File: src/rtl/risky_pkg.sv
// rtl/risky_pkg.sv - Opcodes, ALU select indices and control types for the risky decode stage
package risky_pkg;

  localparam logic [6:0] OPC_OP     = 7'b0110011;
  localparam logic [6:0] OPC_OP_IMM = 7'b0010011;
  localparam logic [6:0] OPC_LUI    = 7'b0110111;
  localparam logic [6:0] OPC_AUIPC  = 7'b0010111;

  localparam logic [6:0] F7_BASE = 7'b0000000;
  localparam logic [6:0] F7_ALT  = 7'b0100000;

  localparam int OP_ADD   = 0;
  localparam int OP_BOOL  = 2;
  localparam int OP_SHIFT = 3;

  localparam logic [1:0] BOOL_XOR = 2'b00;
  localparam logic [1:0] BOOL_OR  = 2'b10;
  localparam logic [1:0] BOOL_AND = 2'b11;

  typedef struct packed {
    logic       sub;
    logic [1:0] bool_op;
    logic [3:0] op_sel;
    logic       shift_dir;
  } alu_ctrl_t;

  typedef enum logic [1:0] {
    SRC_A_RS1  = 2'd0,
    SRC_A_ZERO = 2'd1,
    SRC_A_PC   = 2'd2
  } src_a_t;

  typedef enum logic {
    SRC_B_RS2 = 1'b0,
    SRC_B_IMM = 1'b1
  } src_b_t;

endpackage

File: src/rtl/decode_alu_ctrl.sv
// rtl/decode_alu_ctrl.sv - Combinational instruction to ALU control, operand source, immediate and illegal flag
module decode_alu_ctrl
  import risky_pkg::*;
(
  input  logic [31:0] inst,
  output alu_ctrl_t   ctrl,
  output src_a_t      src_a,
  output src_b_t      src_b,
  output logic [31:0] imm,
  output logic        illegal
);

  logic [6:0] opcode;
  logic [6:0] funct7;
  logic [2:0] funct3;
  logic       is_imm;
  logic       f7_base;
  logic       f7_alt;
  logic       unused_rd;

  assign opcode    = inst[6:0];
  assign funct3    = inst[14:12];
  assign funct7    = inst[31:25];
  assign is_imm    = (opcode == OPC_OP_IMM);
  assign f7_base   = (funct7 == F7_BASE);
  assign f7_alt    = (funct7 == F7_ALT);
  assign unused_rd = ^inst[11:7];

  always_comb begin
    ctrl    = '0;
    src_a   = SRC_A_RS1;
    src_b   = SRC_B_RS2;
    imm     = {{20{inst[31]}}, inst[31:20]};
    illegal = 1'b0;
    case (opcode)
      OPC_LUI, OPC_AUIPC: begin
        src_a  = (opcode == OPC_LUI) ? SRC_A_ZERO : SRC_A_PC;
        src_b  = SRC_B_IMM;
        imm    = {inst[31:12], 12'b0};
        ctrl.op_sel[OP_ADD] = 1'b1;
      end
      OPC_OP, OPC_OP_IMM: begin
        if (is_imm) src_b = SRC_B_IMM;
        case (funct3)
          3'b000: begin
            ctrl.op_sel[OP_ADD] = 1'b1;
            ctrl.sub = !is_imm && funct7[5];
            illegal  = !is_imm && !(f7_base || f7_alt);
          end
          3'b001, 3'b101: begin
            // The alternate funct7 is only an arithmetic right shift in register form.
            ctrl.op_sel[OP_SHIFT] = 1'b1;
            ctrl.shift_dir = funct3[2];
            ctrl.sub       = funct7[5];
            illegal = !(f7_base || (f7_alt && (is_imm || funct3[2])));
          end
          3'b100, 3'b110, 3'b111: begin
            ctrl.op_sel[OP_BOOL] = 1'b1;
            ctrl.bool_op = (funct3 == 3'b100) ? BOOL_XOR :
                           (funct3 == 3'b110) ? BOOL_OR  : BOOL_AND;
            illegal = !is_imm && !f7_base;
          end
          default: illegal = 1'b1;
        endcase
      end
      default: illegal = 1'b1;
    endcase
    if (illegal) ctrl = '0;
  end

endmodule

File: src/rtl/decode_stage.sv
// rtl/decode_stage.sv - RV32I decode stage with registered valid/ready output; DECODE_WB_BYPASS_EN adds writeback bypass
module decode_stage
  import risky_pkg::*;
(
  input  logic        i_clk,
  input  logic        i_rst_n,
  input  logic        i_valid,
  output logic        o_ready,
  input  logic [31:0] i_inst,
  input  logic [31:0] i_pc,
  input  logic        i_flush,
  output logic [4:0]  o_rs1_addr,
  output logic [4:0]  o_rs2_addr,
  input  logic [31:0] i_rs1_data,
  input  logic [31:0] i_rs2_data,
  input  logic        i_wb_en,
  input  logic [4:0]  i_wb_addr,
  input  logic [31:0] i_wb_data,
  output logic        o_valid,
  input  logic        i_ready,
  output logic [31:0] o_op_a,
  output logic [31:0] o_op_b,
  output logic        o_sub,
  output logic [1:0]  o_bool_op,
  output logic [3:0]  o_op_sel,
  output logic        o_shift_dir,
  output logic [4:0]  o_rd_addr,
  output logic        o_rd_wen,
  output logic        o_illegal
);

  alu_ctrl_t   ctrl_d;
  alu_ctrl_t   ctrl_q;
  src_a_t      src_a;
  src_b_t      src_b;
  logic [31:0] imm;
  logic        illegal_d;
  logic [31:0] rs1_val;
  logic [31:0] rs2_val;
  logic [31:0] op_a_d;
  logic [31:0] op_b_d;
  logic        rd_wen_d;
  logic        accept;

  decode_alu_ctrl u_alu_ctrl (
    .inst    (i_inst),
    .ctrl    (ctrl_d),
    .src_a   (src_a),
    .src_b   (src_b),
    .imm     (imm),
    .illegal (illegal_d)
  );

  assign o_rs1_addr = i_inst[19:15];
  assign o_rs2_addr = i_inst[24:20];
  assign o_ready    = !o_valid || i_ready;
  assign accept     = i_valid && o_ready;
  assign rd_wen_d   = !illegal_d && (i_inst[11:7] != 5'd0);

`ifdef DECODE_WB_BYPASS_EN
  assign rs1_val = (i_wb_en && i_wb_addr != 5'd0 && i_wb_addr == o_rs1_addr) ? i_wb_data : i_rs1_data;
  assign rs2_val = (i_wb_en && i_wb_addr != 5'd0 && i_wb_addr == o_rs2_addr) ? i_wb_data : i_rs2_data;
`else
  logic unused_wb;
  assign unused_wb = ^{i_wb_en, i_wb_addr, i_wb_data};
  assign rs1_val   = i_rs1_data;
  assign rs2_val   = i_rs2_data;
`endif

  always_comb begin
    op_a_d = rs1_val;
    case (src_a)
      SRC_A_ZERO: op_a_d = '0;
      SRC_A_PC:   op_a_d = i_pc;
      default:    op_a_d = rs1_val;
    endcase
    op_b_d = (src_b == SRC_B_IMM) ? imm : rs2_val;
    // Mask after bypass so a forwarded value can never set shift amount bit 5.
    if (ctrl_d.op_sel[OP_SHIFT]) op_b_d = {27'b0, op_b_d[4:0]};
  end

  always_ff @(posedge i_clk) begin
    if (!i_rst_n) begin
      o_valid   <= 1'b0;
      o_op_a    <= '0;
      o_op_b    <= '0;
      ctrl_q    <= '0;
      o_rd_addr <= '0;
      o_rd_wen  <= 1'b0;
      o_illegal <= 1'b0;
    end else if (i_flush) begin
      o_valid <= 1'b0;
    end else if (accept) begin
      o_valid   <= 1'b1;
      o_op_a    <= op_a_d;
      o_op_b    <= op_b_d;
      ctrl_q    <= ctrl_d;
      o_rd_addr <= i_inst[11:7];
      o_rd_wen  <= rd_wen_d;
      o_illegal <= illegal_d;
    end else if (i_ready) begin
      o_valid <= 1'b0;
    end
  end

  assign o_sub       = ctrl_q.sub;
  assign o_bool_op   = ctrl_q.bool_op;
  assign o_op_sel    = ctrl_q.op_sel;
  assign o_shift_dir = ctrl_q.shift_dir;

endmodule
File: config.mk
export PLATFORM = sky130hd
export DESIGN_NAME = decode_stage
export DESIGN_NICKNAME = d
export VERILOG_FILES = /design/src/rtl/risky_pkg.sv /design/src/rtl/decode_alu_ctrl.sv /design/src/rtl/decode_stage.sv
export SDC_FILE = /design/constraint.sdc
export NUM_CORES = 1
export LEC_CHECK = 0
export BUFFER_PORTS_ARGS = -buffer_cell sky130_fd_sc_hd__buf_2
export CORE_AREA = 2 2 101 103
export CTS_BUF_LIST = sky130_fd_sc_hd__clkbuf_4 sky130_fd_sc_hd__clkbuf_8
export DETAILED_ROUTE_END_ITERATION = 8
export DIE_AREA = 0 0 103 105
export PLACE_DENSITY_LB_ADDON = 0.2
export SLEW_MARGIN = 25
export SYNTH_ARGS = -nofsm -noshare
export SYNTH_HDL_FRONTEND = slang
export SYNTH_SLANG_ARGS = --single-unit
File: constraint.sdc
create_clock -name i_clk -period 2.5 [get_ports i_clk]
set_clock_uncertainty 0.2 [all_clocks]
set_input_delay 0.125 -clock i_clk [delete_from_list [all_inputs] [get_ports i_clk]]
set_output_delay 0.125 -clock i_clk [all_outputs]
set_load 0.02 [all_outputs]
# --- Yosys cells after proc, flatten, opt, wreduce, memory -nomap -nowiden ---
# Cells that the tools add are included.
word_totals:
  ff_bits: 80
  inputBits: 171
  out_inout_bits: 91
  word_cells: 74
classes:
  n_eq_ne: 12
  muxes: 24
  bitwise_logic: 2
  reduce_logical: 26
op_table:
  columns: ["operator", "count"]
  rows:
  - ["32-bit 2-to-1 mux", 2]
  - ["32-bit case mux with 2 select lines", 1]
  - ["31-bit 2-to-1 mux", 1]
  - ["7-bit by 6-bit equality test with 1-bit output, second input constant", 3]
  - ["7-bit by 5-bit equality test with 1-bit output, second input constant", 2]
  - ["3-bit equality test, second input constant", 4]
  - ["1-bit 2-to-1 mux", 9]
  - ["2-bit 2-to-1 mux", 4]
  - ["8-bit 2-to-1 mux", 1]
  - ["1-bit case mux with 2 select lines", 4]
  - ["2-bit OR reduction", 4]
  - ["7-bit zero test", 1]
  - ["1-bit logical AND", 6]
  - ["1-bit zero test", 6]
  - ["5-bit 2-to-1 mux", 1]
  - ["5-bit nonzero test", 1]
  - ["1-bit logical OR", 4]
  - ["3-bit by 1-bit equality test with 1-bit output, second input constant", 1]
  - ["3-bit zero test", 1]
  - ["1-bit case mux with 3 select lines", 1]
  - ["3-bit OR reduction", 1]
  - ["2-bit by 1-bit equality test with 1-bit output, second input constant", 1]
  - ["2-bit equality test, second input constant", 1]
  - ["1-bit NOT", 2]
  - ["other kinds (2)", 2]

# --- Logic depth before layout (Yosys ltp) ---
# Gate-level depths: netlist (run 1).
logic_depth:
  word_depth: 9
  ltp_mapped: 7

# --- Cells and area by module ---
# From an unflattened synthesis (run 1), not the netlist that was laid out.
unflattened:
  cells_unflattened: 468
  area_unflattened_um2: 4465.5
by_module_without_submodules:
  columns: ["mod", "instances", "cells_each", "area_each_um2"]
  rows:
  - ["decode_stage", 1, 388, 3945.0]
  - ["decode_alu_ctrl", 1, 80, 520.5]

# --- Worst setup path before layout (run 1) ---
# Ideal clock, no wire load.
synth_timing:
  kind: "flip-flop to flip-flop"
  startpoint: "register o_valid"
  endpoint: "register o_op_a[10]"
  setup_ns: 0.091
  arrival_time_ns: 1.690
  t_required_ns: 2.209
  path_slack_ns: 0.519
  stages_incl_launch_ff: 7
  n_path_buf: 2
  path_cell_list: "dfxtp_1 > nand2b_1 > nor3b_1 > buf_2 > clkbuf_1 > nor2_1 > a311oi_1"
synth_between:
  elab_chain_cells: 4
synth_lines:
  columns: ["element", "line", "source"]
  rows:
  - ["start, declared", "decode_stage.sv:19", "output logic o_valid,"]
  - ["start signal, assigned", "decode_stage.sv:84", "o_valid <= 1'b0;"]
  - ["start signal, assigned", "decode_stage.sv:92", "o_valid <= 1'b0;"]
  - ["start signal, assigned", "decode_stage.sv:94", "o_valid <= 1'b1;"]
  - ["1-bit zero test", "decode_stage.sv:56", "assign o_ready = !o_valid || i_ready;"]
  - ["1-bit logical OR", "decode_stage.sv:56", null]
  - ["net o_ready", "decode_stage.sv:8", "output logic o_ready,"]
  - ["1-bit logical AND", "decode_stage.sv:57", "assign accept = i_valid && o_ready;"]
  - ["2-bit AND reduction (no source line)", null, null]
  - ["end signal, assigned", "decode_stage.sv:95", "o_op_a <= op_a_d;"]
  - ["end, declared", "decode_stage.sv:21", "output logic [31:0] o_op_a,"]
# The timed path passes the listed nets, and every way through them passes these cells.
# A chain may end at the register's enable or synchronous reset.

# --- Worst setup path in the final report (run 1) ---
layout_timing:
  startpoint: "register o_valid"
  endpoint: "register o_op_a[13]"
layout_between:
  elab_chain_cells: 4
layout_lines:
  columns: ["element", "line"]
  rows:
  - ["1-bit zero test", "decode_stage.sv:56"]
  - ["1-bit logical OR", "decode_stage.sv:56"]
  - ["1-bit logical AND", "decode_stage.sv:57"]
  - ["2-bit AND reduction (no source line)", null]
# No other way between the ends.

==> metrics.md, run 1 <==
| Metric | Value |
|---|---|
| Status | finished, final reports clean |
| Worst Path Required | 2.60 ns |
| Setup crit end kind | register |
| Flop pwr share | 41.3% |
| Period minus WS final | 2.38 ns |
| Multi-input gate area | 2040 µm² |
| N_diodes | 0 |
| Synth Net Count | 663 |
| Area occupied by registers | 1580 µm² |
| Worst slew pin tran | 0.813 ns |
| P per Cell Area | 493 nW/µm² |
| Chip width | 103 µm |
| Asr flop ratio synth | 0% |
| CTS tree | yes |
| Number of max-cap violations | 0 |
| H-tree lvl count | 3 |
| Peak supply drop | 0.283 mV |
| First-pass GRT wire length | 24,500 µm |
| Setup crit start kind | register |
| # setup viols final | 0 |
| Rel. slew slack | 45.8% |
| Worst setup path class | register to register |
| Comb pwr share | 23.4% |
| Detail Placement HPWL | 9150 µm |
| Worst hold-check path type | input pin to register |
| RSZ-0062 raised after global routing | true |
| Final hold slack | 0.0264 ns |
| Crit path launch | o_valid$_SDFFE_PP0P_ |
| Synth warn | 0 |
| RR Startpoint | o_valid$_SDFFE_PP0P_ |
| Synth Register Bits | 79 |
| Layout cells sized above 1 | 32.2% |
| Vias per cell | 5.39 |
| Initial antenna violation count | 0 |
| Switching Share | 27.4% |
| Cells after synthesis | 492 |
| # clock sinks | 79 |
| Synth Flop Type | dfxtp_1 |
| GRT overflow | 0 |
| Initial core utilization | 40.3% |
| Avg Cell Area, Syn | 7.90 µm² |
| Pint | 2.39 mW |
| Worst-path clk slew | 0.09 ns |
| 1st-iter DRT viols | 298 |
| Largest net degree at the start of global routing | 83 |
| Vias in the first global route | 5,105 |
| Slew Viols, Final | 0 |
| Slowest CP cell | dlygate4sd3_1 |
| Core Box Area | 9640 µm² |
| Longest Clk Path Bufs | 2 |
| Antenna Nets Post-Route | 0 |
| Area Overhead vs Synth | 71.8% |
| Instance area at placement | 5010 µm² |
| CP delay by family, top | buffers and inverters |
| Final-stage net count | 994 |
| Die height | 105 µm |
| P_sw | 0.903 mW |
| Filler Cell Count | 788 |
| Total GRT Usage | 28.4% |
| CTS Buf Count | 9 |
| Vias | 5,183 |
| Finished layout cell area | 6680 µm² |
| CP Cell Sequence | nand2b_1 > nor3b_4 > clkbuf_16 > nor2_1 > a311oi_1 > dlygate4sd3_1 |
| Routed wire length | 15,800 µm |
| Tcrit/Tclk final | 95.0% |
| Row cnt | 36 |
| Fmax | 0.421 GHz |
| Crit-path max cell delay | 0.61 ns |
| Residual DRC | 0 |
| Fin. Hold Viols | 0 |
| Final setup TNS | 0 ns |
| Post-synthesis sequential area ratio | 40.7% |
| Post-CTS Setup Bufs | 0 |
| Routed wire per std cell | 16.5 µm |
| Leak pwr | 3.12 nW |
| Skew-Pair Late Insertion Delay | 0.36 ns |
| Die ar. | 10,800 µm² |
| Final RePlAce weighted congestion | 0.803 |
| Critical Path Fanout Max | 41 |
| Hold path startpoint | i_rs2_data[17] |
| Worst EP arrival | 2.48 ns |
| Netlist Area Pre-Place | 3880 µm² |
| I/O Buffers | 222 |
| Clock network fraction of design power | 35.2% |
| CTS root buffer | clkbuf_8 |
| EDFF count, synth | 0 |
| CP bufs+invs | 2 |
| Netlist cell types | 43 |
| 1st-pass router iterations | 6 |
| I/O Pins | 262 |
[path summary, 6_finish.rpt]
check	slack, ns	end	cells past startpoint
min	0.03	o_op_b[17]$_SDFFE_PN0P_	4
max	0.12	o_op_a[13]$_SDFFE_PN0P_	6
min reg2reg	0.26	o_op_b[17]$_SDFFE_PN0P_	2
max reg2reg	0.12	o_op_a[13]$_SDFFE_PN0P_	6
[power groups by stage]
| stage | clock network (mW) | logic (mW) | registers (mW) |
|---|---|---|---|
| floorplan | 0 | 0.235 | 1.47 |
| global placement | 0 | 0.555 | 1.38 |
| detailed placement | 0 | 0.567 | 1.39 |
| CTS | 1.18 | 0.745 | 1.36 |
| global route | 1.23 | 0.829 | 1.37 |
| finish | 1.16 | 0.771 | 1.36 |
[metal layers]
layer | GRT usage, % | routed length [µm] | vias to the layer above
met4 | 12.6 | 431 | 0
met2 | 48.1 | 7990 | 242
li1 | - | - | 2427
met3 | 5.42 | 1080 | 40
met5 | 0 | 0 | -
met1 | 34.3 | 6320 | 2474
[placed cells by master (no fill, tap or decap), types with 2 or more instances in the layout]
cell,n
dfxtp_1,79
a21o_1,5
o41ai_1,2
o31ai_1,20
inv_1,3
clkbuf_8,13
a21oi_1,32
bufinv_16,2
nand2_2,2
o211ai_1,2
buf_4,12
nor4_1,2
o22ai_1,19
buf_2,222
nor2_4,2
o21ai_0,16
a21oi_2,5
dlygate4sd3_1,139
or4_1,3
mux2i_1,9
a31oi_1,2
nor2b_1,2
o2111ai_1,2
nand2_1,81
nand2b_1,22
a311oi_1,32
nor2_1,36
nand3_1,42
[synth_stat cells (3+ instances only)]
cell | n | area share, %
buf_1 | 6 | 0.58
mux2i_1 | 9 | 2.3
clkbuf_1 | 27 | 2.6
a21o_1 | 5 | 0.97
o31ai_1 | 20 | 3.9
buf_4 | 14 | 2.7
a311oi_1 | 32 | 7.2
nor2_1 | 37 | 3.6
or4_1 | 3 | 0.58
o21ai_0 | 16 | 2.1
inv_1 | 3 | 0.29
nand3_1 | 42 | 5.4
a21oi_1 | 32 | 4.1
o22ai_1 | 20 | 3.2
dfxtp_1 | 79 | 41
nand2_1 | 83 | 8.0
nand2b_1 | 22 | 3.5
a21oi_2 | 5 | 1.1
buf_2 | 6 | 0.77
[flip-flops by register name, indices dropped and copies added (netlist names), 2 cells and up]
| name | count |
|---|---|
| o_bool_op | 2 |
| o_op_a | 32 |
| o_rd_addr | 5 |
| o_op_b | 32 |
| o_op_sel | 3 |
[timing repair]
item                                   4_1_cts  5_1_grt
gates resized for setup                      0        4
endpoints found under the hold margin       77        0
setup endpoints to repair                    0       17
hold buffers                               139        0
[worst min-delay path: stages]
cell      delay (ns)
buf_2           0.08
nand2b_1        0.09
a21oi_1         0.06
o31ai_1         0.20
[cells by family (layout without fill, tap and decap cells)]
kind of cell / count (synthesis) / after routing / synth area share (%)
other: 1 / 1 / 0.0965
flip-flops: 79 / 79 / 40.7
multiplexers: 9 / 9 / 2.32
AND/OR/NAND/NOR: 201 / 201 / 23.7
buffers and inverters: 59 / 395 / 7.63
AO/OA/AOI/OAI: 143 / 143 / 25.5
[stage by stage]
| step | util, % | power, mW | instances | setup WS [ns] |
|---|---|---|---|---|
| 6_report | 69.2 | 3.29 | 961 | 0.125 |
| 5_1_grt | 69.2 | 3.43 | 961 | -0.00631 |
| 4_1_cts | 68.9 | 3.28 | 960 | 0.112 |
| 3_5_place_dp | 51.9 | 1.96 | 805 | 0.256 |
| 3_3_place_gp | 51.9 | 1.94 | 805 | 0.296 |
| 2_1_floorplan | - | 1.71 | 492 | 0.519 |
[cell type report]
class / count / share of cell area [%]
inverters: 4 / 0.225
flip-flops and latches: 79 / 23.7
clock buffers: 14 / 2.79
multi-input cells: 354 / 30.5
clock inverters: 2 / 0.900
well taps: 133 / 2.49
repair buffers: 375 / 39.4
Power figures use the tool's default switching activity.
==> run 2: changes to the inputs <==
--- a/config.mk
+++ b/config.mk
@@ -11,6 +11,7 @@
 export DETAILED_ROUTE_END_ITERATION = 8
 export DIE_AREA = 0 0 103 105
 export PLACE_DENSITY_LB_ADDON = 0.2
+export RECOVER_POWER = 50
 export SLEW_MARGIN = 25
 export SYNTH_ARGS = -nofsm -noshare
 export SYNTH_HDL_FRONTEND = slang
==> metrics.md, run 2 (synthesis results as in run 1) <==
| Metric | Value |
|---|---|
| N_diodes | 0 |
| Critical Path Fanout Max | 41 |
| Total GRT Usage | 28.4% |
| Slowest CP cell | dlygate4sd3_1 |
| Final-stage net count | 994 |
| Crit-path max cell delay | 0.62 ns |
| Antenna Nets Post-Route | 0 |
| Die height | 105 µm |
| Routed wire per std cell | 16.5 µm |
| Post-CTS Setup Bufs | 0 |
| Initial antenna violation count | 0 |
| Worst slew pin tran | 0.823 ns |
| Instance area at placement | 5010 µm² |
| R2R setup slack | 0.11 ns |
| CP Cell Sequence | nand2b_1 > nor3b_4 > clkbuf_16 > nor2_1 > a311oi_1 > dlygate4sd3_1 |
| Vias | 5,144 |
| Final RePlAce weighted congestion | 0.803 |
| Period minus WS final | 2.39 ns |
| Multi-input gate area | 2040 µm² |
| Slew Viols, Final | 0 |
| CTS Buf Count | 9 |
| Worst-path clk slew | 0.09 ns |
| Setup crit start kind | register |
| Die ar. | 10,800 µm² |
| CTS tree | yes |
| Final setup TNS | 0 ns |
| # setup viols final | 0 |
| Fin. Hold Viols | 0 |
| Largest regs | o_op_a (32), o_op_b (32), o_rd_addr (5) |
| Area occupied by registers | 1580 µm² |
| Detail Placement HPWL | 9150 µm |
| H-tree lvl count | 3 |
| Tcrit/Tclk final | 95.5% |
| Setup crit end kind | register |
| Longest Clk Path Bufs | 2 |
| Leak pwr | 2.80 nW |
| First-pass GRT wire length | 24,500 µm |
| Layout cells sized above 1 | 22.3% |
| CTS root buffer | clkbuf_8 |
| Commonest non-fill, non-tap cell in the layout | buf_2 |
| Status | finished, final reports clean |
| Area Overhead vs Synth | 69.2% |
| Skew-Pair Late Insertion Delay | 0.36 ns |
| Initial core utilization | 40.3% |
| Worst hold-check path type | input pin to register |
| Final hold slack | 0.0307 ns |
| P per Cell Area | 498 nW/µm² |
| Chip width | 103 µm |
| Final core utilization | 68.2% |
| Residual DRC | 0 |
| Finished layout cell area | 6570 µm² |
| Number of max-cap violations | 0 |
| Routed wire length | 15,800 µm |
| Worst EP arrival | 2.49 ns |
| 1st-pass router iterations | 5 |
| Fmax | 0.419 GHz |
| GRT overflow | 0 |
| Worst setup path class | register to register |
| Rel. slew slack | 45.2% |
| I/O Pins | 262 |
| Core Box Area | 9640 µm² |
| RSZ-0062 raised after global routing | true |
| Largest net degree at the start of global routing | 83 |
| Vias per cell | 5.35 |
| I/O Buffers | 222 |
| Filler Cell Count | 828 |
| Peak supply drop | 0.283 mV |
| Worst Path Required | 2.60 ns |
| Vias in the first global route | 5,105 |
| Placed cells | 805 |
| Commonest cells after routing, fill and taps aside | 140 x buf_2, 139 x dlygate4sd3_1, 82 x clkbuf_1 |
| # clock sinks | 79 |
| Non-Filler Instances | 961 |
| 1st-iter DRT viols | 295 |
| Row cnt | 36 |
## run 2: worst paths after layout
kind              cells after the start                    start                      end
setup / recovery                      6     o_valid$_SDFFE_PP0P_  o_op_a[13]$_SDFFE_PN0P_
hold / removal                        4           i_rs2_data[17]  o_op_b[17]$_SDFFE_PN0P_
setup reg to reg                      6     o_valid$_SDFFE_PP0P_  o_op_a[13]$_SDFFE_PN0P_
hold reg to reg                       2  o_op_b[17]$_SDFFE_PN0P_  o_op_b[17]$_SDFFE_PN0P_
## run 2: power breakdown
part	internal [mW]	switching [mW]
Combinational	0.358	0.394
Clock	0.684	0.475
Sequential	1.33	0.0365
Total	2.37	0.905
## run 2: area by class of cell
cell class | count | share of cell area, %
Clock buffer | 14 | 2.84
Sequential cell | 79 | 24.1
Timing Repair Buffer | 375 | 38.4
Inverter | 4 | 0.228
Clock inverter | 2 | 0.914
Tap cell | 133 | 2.53
Multi-Input combinational cell | 354 | 31.0
## run 2: timing repair
action / 4_1_cts / 5_1_grt
hold buffers: 139 / 0
endpoints found under the setup margin: 0 / 17
resized for setup: 0 / 4
hold endpoints to repair: 77 / 0
## run 2: per-stage QoR
| stage | setup slack [ns] | power (mW) |
|---|---|---|
| 3_5_place_dp | 0.256 | 1.96 |
| 3_3_place_gp | 0.296 | 1.94 |
| 4_1_cts | 0.112 | 3.28 |
| 5_1_grt | -0.00631 | 3.41 |
| 6_report | 0.112 | 3.27 |
| 2_1_floorplan | 0.519 | 1.71 |
## run 2: metal layers
layer / GRT usage [%] / part of all wire (%) / up-vias
met4: 12.6 / 2.8 / 0
li1: - / - / 2425
met1: 34.3 / 39 / 2434
met2: 48.1 / 50 / 246
met5: 0 / 0 / -
met3: 5.42 / 7.5 / 39
## run 2: critical path, delay by kind of cell (launching register included)
| family | cells | cell delay (ns) |
|---|---|---|
| compound gates | 1 | 0.30 |
| flops | 1 | 0.31 |
| buf+inv | 2 | 0.93 |
| simple gates | 3 | 0.58 |
==> run 3: changes to the inputs <==
--- a/config.mk
+++ b/config.mk
@@ -5,11 +5,12 @@
 export SDC_FILE = /design/constraint.sdc
 export NUM_CORES = 1
 export LEC_CHECK = 0
+export ABC_AREA = 1
 export BUFFER_PORTS_ARGS = -buffer_cell sky130_fd_sc_hd__buf_2
-export CORE_AREA = 2 2 101 103
+export CORE_AREA = 2 2 102 104
 export CTS_BUF_LIST = sky130_fd_sc_hd__clkbuf_4 sky130_fd_sc_hd__clkbuf_8
 export DETAILED_ROUTE_END_ITERATION = 8
-export DIE_AREA = 0 0 103 105
+export DIE_AREA = 0 0 104 106
 export PLACE_DENSITY_LB_ADDON = 0.2
 export RECOVER_POWER = 50
 export SLEW_MARGIN = 25
==> metrics.md, run 3 <==
| Metric | Value |
|---|---|
| Status | finished, final reports clean |
| Non-Filler Instances | 1,000 |
| Period minus WS final | 2.35 ns |
| Initial antenna violation count | 0 |
| Total GRT Usage | 24.9% |
| Worst EP arrival | 2.39 ns |
| Critical Path Fanout Max | 68 |
| Synth warn | 0 |
| Commonest cells after routing, fill and taps aside | 138 x buf_2, 129 x dlygate4sd3_1, 95 x nand2_1 |
| Row cnt | 37 |
| Netlist Area Pre-Place | 3920 µm² |
| Residual DRC | 0 |
| Worst Path Required | 2.54 ns |
| CTS tree | yes |
| Die height | 106 µm |
| Filler Cell Count | 888 |
| I/O Pins | 262 |
| EDFF count, synth | 0 |
| Final-stage net count | 1,032 |
| Commonest cells in the netlist | 95 x nand2_1, 88 x nand3_1, 79 x dfxtp_1 |
| 1st-pass router iterations | 5 |
| Count leader, synth | nand2_1 |
| P per Cell Area | 501 nW/µm² |
| Layout cells sized above 1 | 21.2% |
| GRT overflow | 0 |
| Antenna Nets Post-Route | 0 |
| GRT met2 Usage | 44.8% |
| N_diodes | 0 |
| Instance area at placement | 4970 µm² |
| Largest net degree at the start of global routing | 136 |
| RSZ-0062 raised after global routing | false |
| CTS root buffer | clkbuf_8 |
| First-pass GRT wire length | 22,500 µm |
| 1st-iter DRT viols | 236 |
| Ranking of synthesized cells by area | dfxtp_1 40%, nand3_1 11%, nand2_1 9.1% |
| # clock sinks | 79 |
| Die ar. | 11,000 µm² |
| Setup crit start kind | input pin |
| Pre-CTS setup slack | 0.715 ns |
| CTS Buf Count | 9 |
| Leak pwr | 2.87 nW |
| # setup viols final | 0 |
| Met1 Track Usage GR | 26.9% |
| Post-synthesis sequential area ratio | 40.4% |
| H-tree lvl count | 3 |
| Routed wire length | 14,700 µm |
| Finished layout cell area | 6420 µm² |
| Final RePlAce weighted congestion | 0.851 |
| Initial core utilization | 39.2% |
| I/O Buffers | 222 |
| Chip width | 104 µm |
| Placed cells | 856 |
| Longest Clk Path Bufs | 2 |
| Area Overhead vs Synth | 64.0% |
| Post-CTS Setup Bufs | 0 |
| PnR worst setup slack | 0.148 ns |
| Worst setup path class | input pin to register |
| Final setup TNS | 0 ns |
| Peak supply drop | 0.272 mV |
| Detail Placement HPWL | 8480 µm |
| Commonest non-fill, non-tap cell in the layout | buf_2 |
| Tcrit/Tclk final | 94.1% |
| Vias | 5,028 |
| Number of max-cap violations | 0 |
| R2R setup slack | 0.22 ns |
| Met3 usage | 7.54% |
| Fin. Hold Viols | 0 |
| Worst-path clk slew | 0.08 ns |
| Final hold slack | 0.0160 ns |
| Skew-Pair Late Insertion Delay | 0.34 ns |
| Vias in the first global route | 4,958 |
| Fmax | 0.425 GHz |
| Netlist cell types | 29 |
| Post-synth top area share | 40.4% |
| Setup crit end kind | register |
| Asr flop ratio synth | 0% |
| Slew Viols, Final | 0 |
| Synth Net Count | 714 |
| Worst hold-check path type | input pin to register |
| Final core utilization | 64.2% |
| Largest regs | o_op_a (32), o_op_b (32), o_rd_addr (5) |
| GR peak layer | met2 |
| Yosys top cell by area | dfxtp_1 |
| Cells after synthesis | 543 |
| Routed wire per std cell | 14.7 µm |
| Synth Flop Type | dfxtp_1 |
| Avg Cell Area, Syn | 7.21 µm² |
| Total power | 3.22 mW |
| Vias per cell | 5.03 |
| Core Box Area | 10000 µm² |
| Synth Register Bits | 79 |
-- run 3: worst paths after layout --
kind              depth (start not counted)                     end                    from
hold reg to reg                           2  o_op_b[3]$_SDFFE_PN0P_  o_op_b[3]$_SDFFE_PN0P_
setup reg to reg                         10  o_op_b[8]$_SDFFE_PN0P_    o_valid$_SDFFE_PP0P_
setup / recovery                         10  o_op_a[8]$_SDFFE_PN0P_                 i_flush
hold / removal                            4  o_op_b[4]$_SDFFE_PN0P_           i_rs2_data[4]
-- run 3: cell families after synthesis --
kind of cell | count (synthesis) | synth area share [%]
and+or+nand+nor | 267 | 32.6
buffers and inverters | 100 | 12.2
AOI/OAI and AO/OA | 96 | 14.8
DFF | 79 | 40.4
other | 1 | 0.0957
-- run 3: worst max-delay path, stage by stage --
cell and delay [ns]:
dlygate4sd3_1 0.53, buf_2 0.13, nor2_1 0.12, nand2_2 0.15, clkinv_2 0.15, buf_16 0.28, nand3_1 0.12, dlygate4sd3_1 0.57
o211ai_1 0.10, inv_1 0.08
-- run 3: where the power goes --
group | switching [mW] | total, mW | internal (mW)
Sequential | 0.0415 | 1.38 | 1.34
Combinational | 0.387 | 0.708 | 0.321
Clock | 0.454 | 1.13 | 0.679
-- run 3: area by class of cell --
| class | count | area (µm²) | share of cell area, % |
|---|---|---|---|
| inverters | 49 | 190 | 2.96 |
| multi-input cells | 364 | 1860 | 29.0 |
| clock inverters | 4 | 95.1 | 1.48 |
| flip-flops and latches | 79 | 1580 | 24.6 |
| well taps | 136 | 170 | 2.65 |
| repair buffers | 358 | 2390 | 37.2 |
| clock buffers | 10 | 138 | 2.14 |
-- run 3: metal layers --
metal / up-vias / wire length, µm / part of all wire (%)
li1: 2444 / - / -
met1: 2315 / 5790 / 39
met2: 232 / 7470 / 51
met3: 37 / 1050 / 7.1
met4: 0 / 396 / 2.7
met5: - / 0 / 0
-- run 3: timing repair --
action,CTS,global route
endpoints found under the hold margin,77,0
hold buffers,129,0
gates resized for setup,0,2
endpoints found under the setup margin,0,42
